[src/rtl/if_fetch_stage.sv]
// Instruction-fetch stage with PC, req/ready instruction-memory handshake and IF/ID register.
// Optional FETCH_PERF_CNT_EN adds fetch/bubble performance counters.
module if_fetch_stage #(
    parameter logic [31:0] RESET_PC  = 32'h0000_0000,
    parameter logic [31:0] NOP_INSTR = 32'h0000_0013
) (
    input  logic        clk_i,
    input  logic        rst_i,
    input  logic        start_i,
    input  logic        PcWrite_i,
    input  logic        Stall_i,
    input  logic        Flush_i,
    input  logic [31:0] branch_target_i,
    output logic        imem_req_o,
    output logic [31:0] imem_addr_o,
    input  logic        imem_ready_i,
    input  logic [31:0] imem_data_i,
    output logic [31:0] IF_ID_pc_o,
    output logic [31:0] IF_ID_instr_o,
    output logic        IF_ID_valid_o
`ifdef FETCH_PERF_CNT_EN
    ,
    output logic [31:0] fetch_count_o,
    output logic [31:0] bubble_count_o
`endif
);

    typedef enum logic [1:0] {StIdle, StFetch, StHold, StDrain} state_e;

    state_e      state_q, state_d;
    logic [31:0] pc_q, pc_d;
    logic [31:0] holdInstr_q, holdInstr_d;
    logic [31:0] target_q, target_d;
    logic        drop_q, drop_d;
    logic [31:0] ifIdPc_q, ifIdPc_d;
    logic [31:0] ifIdInstr_q, ifIdInstr_d;
    logic        ifIdValid_q, ifIdValid_d;
    logic        ifIdLoad;
    logic        consume;
    logic [31:0] pcPlus4;

    assign consume = !Stall_i && PcWrite_i;
    assign pcPlus4 = pc_q + 32'd4;

    // The drop flag keeps the stale request asserted until its response is swallowed.
    assign imem_req_o    = (state_q == StFetch) || drop_q;
    assign imem_addr_o   = pc_q;
    assign IF_ID_pc_o    = ifIdPc_q;
    assign IF_ID_instr_o = ifIdInstr_q;
    assign IF_ID_valid_o = ifIdValid_q;

    always_comb begin
        state_d     = state_q;
        pc_d        = pc_q;
        holdInstr_d = holdInstr_q;
        target_d    = target_q;
        drop_d      = drop_q;
        ifIdLoad    = 1'b0;
        ifIdPc_d    = pc_q;
        ifIdInstr_d = NOP_INSTR;
        ifIdValid_d = 1'b0;

        unique case (state_q)
            StIdle: begin
                if (start_i) state_d = StFetch;
            end
            StFetch: begin
                if (Flush_i) begin
                    ifIdLoad = 1'b1;
                    ifIdPc_d = '0;
                    if (!imem_ready_i) begin
                        target_d = branch_target_i;
                        drop_d   = 1'b1;
                        state_d  = StDrain;
                    end else begin
                        pc_d = branch_target_i;
                    end
                end else if (imem_ready_i && consume) begin
                    ifIdLoad    = 1'b1;
                    ifIdInstr_d = imem_data_i;
                    ifIdValid_d = 1'b1;
                    pc_d        = pcPlus4;
                end else begin
                    if (imem_ready_i) begin
                        holdInstr_d = imem_data_i;
                        state_d     = StHold;
                    end
                    ifIdLoad = !Stall_i;
                end
            end
            StHold: begin
                if (Flush_i) begin
                    ifIdLoad = 1'b1;
                    ifIdPc_d = '0;
                    pc_d     = branch_target_i;
                    state_d  = StFetch;
                end else if (consume) begin
                    ifIdLoad    = 1'b1;
                    ifIdInstr_d = holdInstr_q;
                    ifIdValid_d = 1'b1;
                    pc_d        = pcPlus4;
                    state_d     = StFetch;
                end else begin
                    ifIdLoad = !Stall_i;
                end
            end
            StDrain: begin
                if (Flush_i) begin
                    ifIdLoad = 1'b1;
                    ifIdPc_d = '0;
                    target_d = branch_target_i;
                end
                // A flush coinciding with the stale response redirects straight to the newest target.
                if (imem_ready_i) begin
                    drop_d  = 1'b0;
                    pc_d    = Flush_i ? branch_target_i : target_q;
                    state_d = StFetch;
                end
            end
            default: state_d = StIdle;
        endcase
    end

    always_ff @(posedge clk_i) begin
        if (rst_i) begin
            state_q     <= StIdle;
            pc_q        <= RESET_PC;
            holdInstr_q <= '0;
            target_q    <= '0;
            drop_q      <= 1'b0;
            ifIdPc_q    <= '0;
            ifIdInstr_q <= NOP_INSTR;
            ifIdValid_q <= 1'b0;
        end else begin
            state_q     <= state_d;
            pc_q        <= pc_d;
            holdInstr_q <= holdInstr_d;
            target_q    <= target_d;
            drop_q      <= drop_d;
            if (ifIdLoad) begin
                ifIdPc_q    <= ifIdPc_d;
                ifIdInstr_q <= ifIdInstr_d;
                ifIdValid_q <= ifIdValid_d;
            end
        end
    end

`ifdef FETCH_PERF_CNT_EN
    logic [31:0] fetchCnt_q;
    logic [31:0] bubbleCnt_q;

    always_ff @(posedge clk_i) begin
        if (rst_i) begin
            fetchCnt_q  <= '0;
            bubbleCnt_q <= '0;
        end else if (ifIdLoad) begin
            if (ifIdValid_d) fetchCnt_q <= fetchCnt_q + 32'd1;
            else             bubbleCnt_q <= bubbleCnt_q + 32'd1;
        end
    end

    assign fetch_count_o  = fetchCnt_q;
    assign bubble_count_o = bubbleCnt_q;
`endif

endmodule

[config.mk]
export PLATFORM = sky130hd
export DESIGN_NAME = if_fetch_stage
export DESIGN_NICKNAME = d
export VERILOG_FILES = /design/src/rtl/if_fetch_stage.sv
export SDC_FILE = /design/constraint.sdc
export NUM_CORES = 1
export LEC_CHECK = 0
export BUFFER_PORTS_ARGS = -buffer_cell sky130_fd_sc_hd__buf_2
export CAP_MARGIN = 5
export CORE_MARGIN = 1.5
export CORE_UTILIZATION = 40
export CTS_BUF_LIST = sky130_fd_sc_hd__clkbuf_4 sky130_fd_sc_hd__clkbuf_8
export CTS_CLUSTER_SIZE = 16
export DETAILED_ROUTE_END_ITERATION = 8
export HOLD_SLACK_MARGIN = 0.08
export PLACE_DENSITY = 0.74
export SYNTH_ARGS = -nofsm -noshare
export SYNTH_HDL_FRONTEND = slang
export SYNTH_SLANG_ARGS = --single-unit
[constraint.sdc]
create_clock -name clk_i -period 2.04 [get_ports clk_i]
set_input_delay 0.102 -clock clk_i [delete_from_list [all_inputs] [get_ports clk_i]]
set_output_delay 0.102 -clock clk_i [all_outputs]
set_load 0.005 [all_outputs]
==> flow_summary_export.csv <==
group,metric,value,unit
status,run_status,"complete, no violations",
critical_path,rr_startpoint,"state_q[1]$_SDFFE_PP0P_",
finish,fillCellCount,1661,
critical_path,reg2reg_to,"imem_addr_o[21]$_SDFFE_PP0P_",
global_route,grt_pass1_vias,7279,
finish,final_cells,1425,
critical_path,end_kind,"flop",
placed_design,place.gp.congestion,0.867,
critical_path,path_class,"flop to flop",
route,firstDrtPassIters,5,
sta,maxSlewViolCount,0,
synthesis,ys_top_cells_by_area,"dfxtp_1 45%, nand2_1 10%, a21oi_1 9.8%, clkbuf_1 3.6%, a22o_1 3.4%",
finish,drive_above_1_share,24.2,%
critical_path,critPathLaunchType,"flop",
hold_path,holdPathEnd,"state_q[0]$_SDFFE_PP0P_",
critical_path,crit_arrival,2.39,ns
route,wire_per_inst,16.2,um
finish,multi_input_area,3710,sq um
hold_path,worstHoldStart,"start_i",
job,drv_cap,0,
finish,seq_area,3280,sq um
floorplan,dieArea,19300,sq um
finish,fin_nets,1259,
power,p_per_area,811,nW/um^2
critical_path,required,2.42,ns
placed_design,dp_cells,1324,
sta,worst_pin_slew,0.532,ns
critical_path,r2r_cells,7,
synthesis,yosysSeqAreaShare,44.5,%
clock_network,cts_tree,"done",
synthesis,syn_avg_cell_area,7.77,sq um
route,drt-vias-per-instance,5.48,
placed_design,io_buffers,168,
clock_network,path_clk_slew,0.09,ns
sta,hold_viol,0,
sta,period_minus_slack,2.01,ns
clock_network,cts_max_level,4,
sta,setup_viol,0,
placed_design,dpl.hpwl,15.2,mm
global_route,track_usage,23.2,%
sta,fmax,498,MHz
synthesis,ys_types,58,
floorplan,die_y,139,um
power,power_leakage,4.02,nW
hold_path,worstHoldPathCells,4,
clock_network,cts.sinks,164,
synthesis,syn-instance-count,949,
critical_path,ff2ff_setup_slack,0.03,ns
synthesis,synth_ff_type,"dfxtp_1",
global_route,grt_pass1_wl,36.6,mm
route,via_count,7815,
route,drt_iter0_markers,638,
clock_network,cts_buffers,17,
finish,diodes,0,
hold_path,hold_path.class,"input port to flop",
floorplan,start_util,40.9,%
synthesis,async_reset_ff_share,0,%
power,finalPower,0.00804,W
floorplan,coreArea,18000,sq um
floorplan,top_level_ports,169,
synthesis,synth_area_leader_cell,"dfxtp_1",
route,wl,23.0,mm
synthesis,synth_edf_count,0,
finish,area_delta_synth_final,34.4,%
synthesis,yosys_warnings,0,
sta,slew_headroom,64.5,%
sta,fin_crit_sh,98.4,%
sta,fin_skew,0.0145,ns
global_route,antenna_found_initial,0,
global_route,grt_overflow,0,
synthesis,synth-seq-cells,164,
floorplan,die_width,139,um
global_route,grt_max_degree,80,
route,detail-route-antenna-nets,0,
synthesis,synth_top_cell_area_share,44.5,%
route,drc,0,
synthesis,syn-num-nets,1025,
floorplan,num_rows,49,
sta,fin_ws,0.0331,ns
placed_design,pre_cts_ws,0.0470,ns
clock_network,clk_latency,0.47,ns
clock_network,cts-root-buf,"clkbuf_8",
power,ir_worst_vdd,0.530,mV
synthesis,syn-cell-area,7370,sq um
clock_network,cts_buffer_depth,2,
critical_path,cp_max_fo,3,
finish,utilization,55.0,%
[cells in the final DEF (no fill, tap or decap), drive strengths merged, types with 6 or more instances in the layout]
cell type,count
buf,237
nand2,203
dfxtp,164
a21oi,145
dlygate4sd3,66
nor2,54
nand3,42
o21ai,41
a22o,29
a22oi,29
inv,21
clkbuf,17
and3,13
a31oi,13
nand4,12
o211ai,10
nor3,8
a221o,7
a21o,6
[worst max path at each step]
| stage | startpoint | endpoint | slack, ns | cells after the start |
|---|---|---|---|---|
| 2_1_floorplan | state_q[1]$_SDFFE_PP0P_ | imem_addr_o[18]$_SDFFE_PP0P_ | -0.006 | 10 |
| 3_3_place_gp | state_q[1]$_SDFFE_PP0P_ | imem_addr_o[26]$_SDFFE_PP0P_ | 0.08 | 8 |
| 3_5_place_dp | state_q[1]$_SDFFE_PP0P_ | imem_addr_o[26]$_SDFFE_PP0P_ | 0.05 | 8 |
| 4_1_cts | state_q[1]$_SDFFE_PP0P_ | imem_addr_o[21]$_SDFFE_PP0P_ | 0.03 | 7 |
| 5_1_grt | state_q[0]$_SDFFE_PP0P_ | imem_addr_o[12]$_SDFFE_PP0P_ | -0.007 | 8 |
| 6_report | state_q[1]$_SDFFE_PP0P_ | imem_addr_o[21]$_SDFFE_PP0P_ | 0.03 | 7 |
[synth_stat cells (2+ instances only)]
cell type  count
a211oi_1       5
ha_1           5
or2_2          2
a22oi_1       29
a211o_1        3
a22o_1        29
and2_1         4
clkbuf_1      71
o2bb2ai_1      2
or3_1          2
o311ai_0       2
o32ai_1        4
nor3b_1        3
a31oi_1       13
o211ai_1      10
buf_1          5
nor2_1        54
nor3_1         8
nand2_1      203
o21a_1         2
inv_1         16
nand3_1       42
and4_1         4
a21oi_1      145
dfxtp_1      164
and3_1        13
mux2i_1        2
a41o_1         2
a21o_1         6
o31ai_1        3
buf_2         11
a41oi_1        3
o21ai_0       40
o41ai_1        2
nand4_1       11
a221o_1        7
[power by group]
part,switching [W],internal [W]
logic,0.00112,0.000822
clock network,0.00132,0.00125
registers,0.000149,0.00339
total,0.00259,0.00545
[metrics by stage]
| step | hold WS [ns] | cell area [sq um] | TNS, ns |
|---|---|---|---|
| final | 0.138 | 9910 | 0 |
| after global routing | 0.173 | 9910 | -0.0171 |
| after CTS | 0.124 | 9880 | 0 |
| after detailed placement | 0.360 | 8780 | 0 |
| after global placement | 0.354 | 8780 | 0 |
| after floorplan | 0.238 | 7380 | -0.0139 |
[worst max-delay path: stages (launching register included)]
cell     delay [ns]
dfxtp_2        0.33
inv_1          0.06
ha_2           0.18
nor2b_4        0.13
a31o_1         0.19
or3_4          0.40
or4_4          0.50
a41oi_2        0.15
[layer usage]
metal	vias up	global-route usage [%]	share of wire, %
met5	-	0	0
met1	3700	30.4	45
li1	3828	-	-
met3	30	3.97	5.2
met2	257	39.2	48
met4	0	6.91	1.6
[sequential cells by signal, indices dropped and copies added, names as in the netlist]
name	cells
state_q	2
IF_ID_instr_o	32
target_q	32
IF_ID_pc_o	32
IF_ID_valid_o	1
imem_addr_o	32
drop_q	1
holdInstr_q	32
[final cells by class]
class                           instances  share of cell area, %
Multi-Input combinational cell        681                   37.5
Sequential cell                       164                   33.1
Timing Repair Buffer                  303                   21.6
Tap cell                              229                   2.89
Clock buffer                           17                   2.36
Clock inverter                         15                   1.98
Inverter                               16                  0.606
[cell families after synthesis]
group	after synthesis	synth area share [%]
buf+inv	104	5.58
xor+xnor	1	0.119
fa+ha+maj	5	0.848
flops	164	44.5
mux	2	0.271
compound gates	317	27.1
simple gates	356	21.6
[repair_timing]
item,4_1_cts,5_1_grt
gates resized for setup,1,4
pin swaps,0,1
setup buffers,0,3
hold endpoints to repair,119,0
endpoints found under the setup margin,1,9
hold buffers,66,0
No activity file was read; power rests on OpenSTA's default activity.
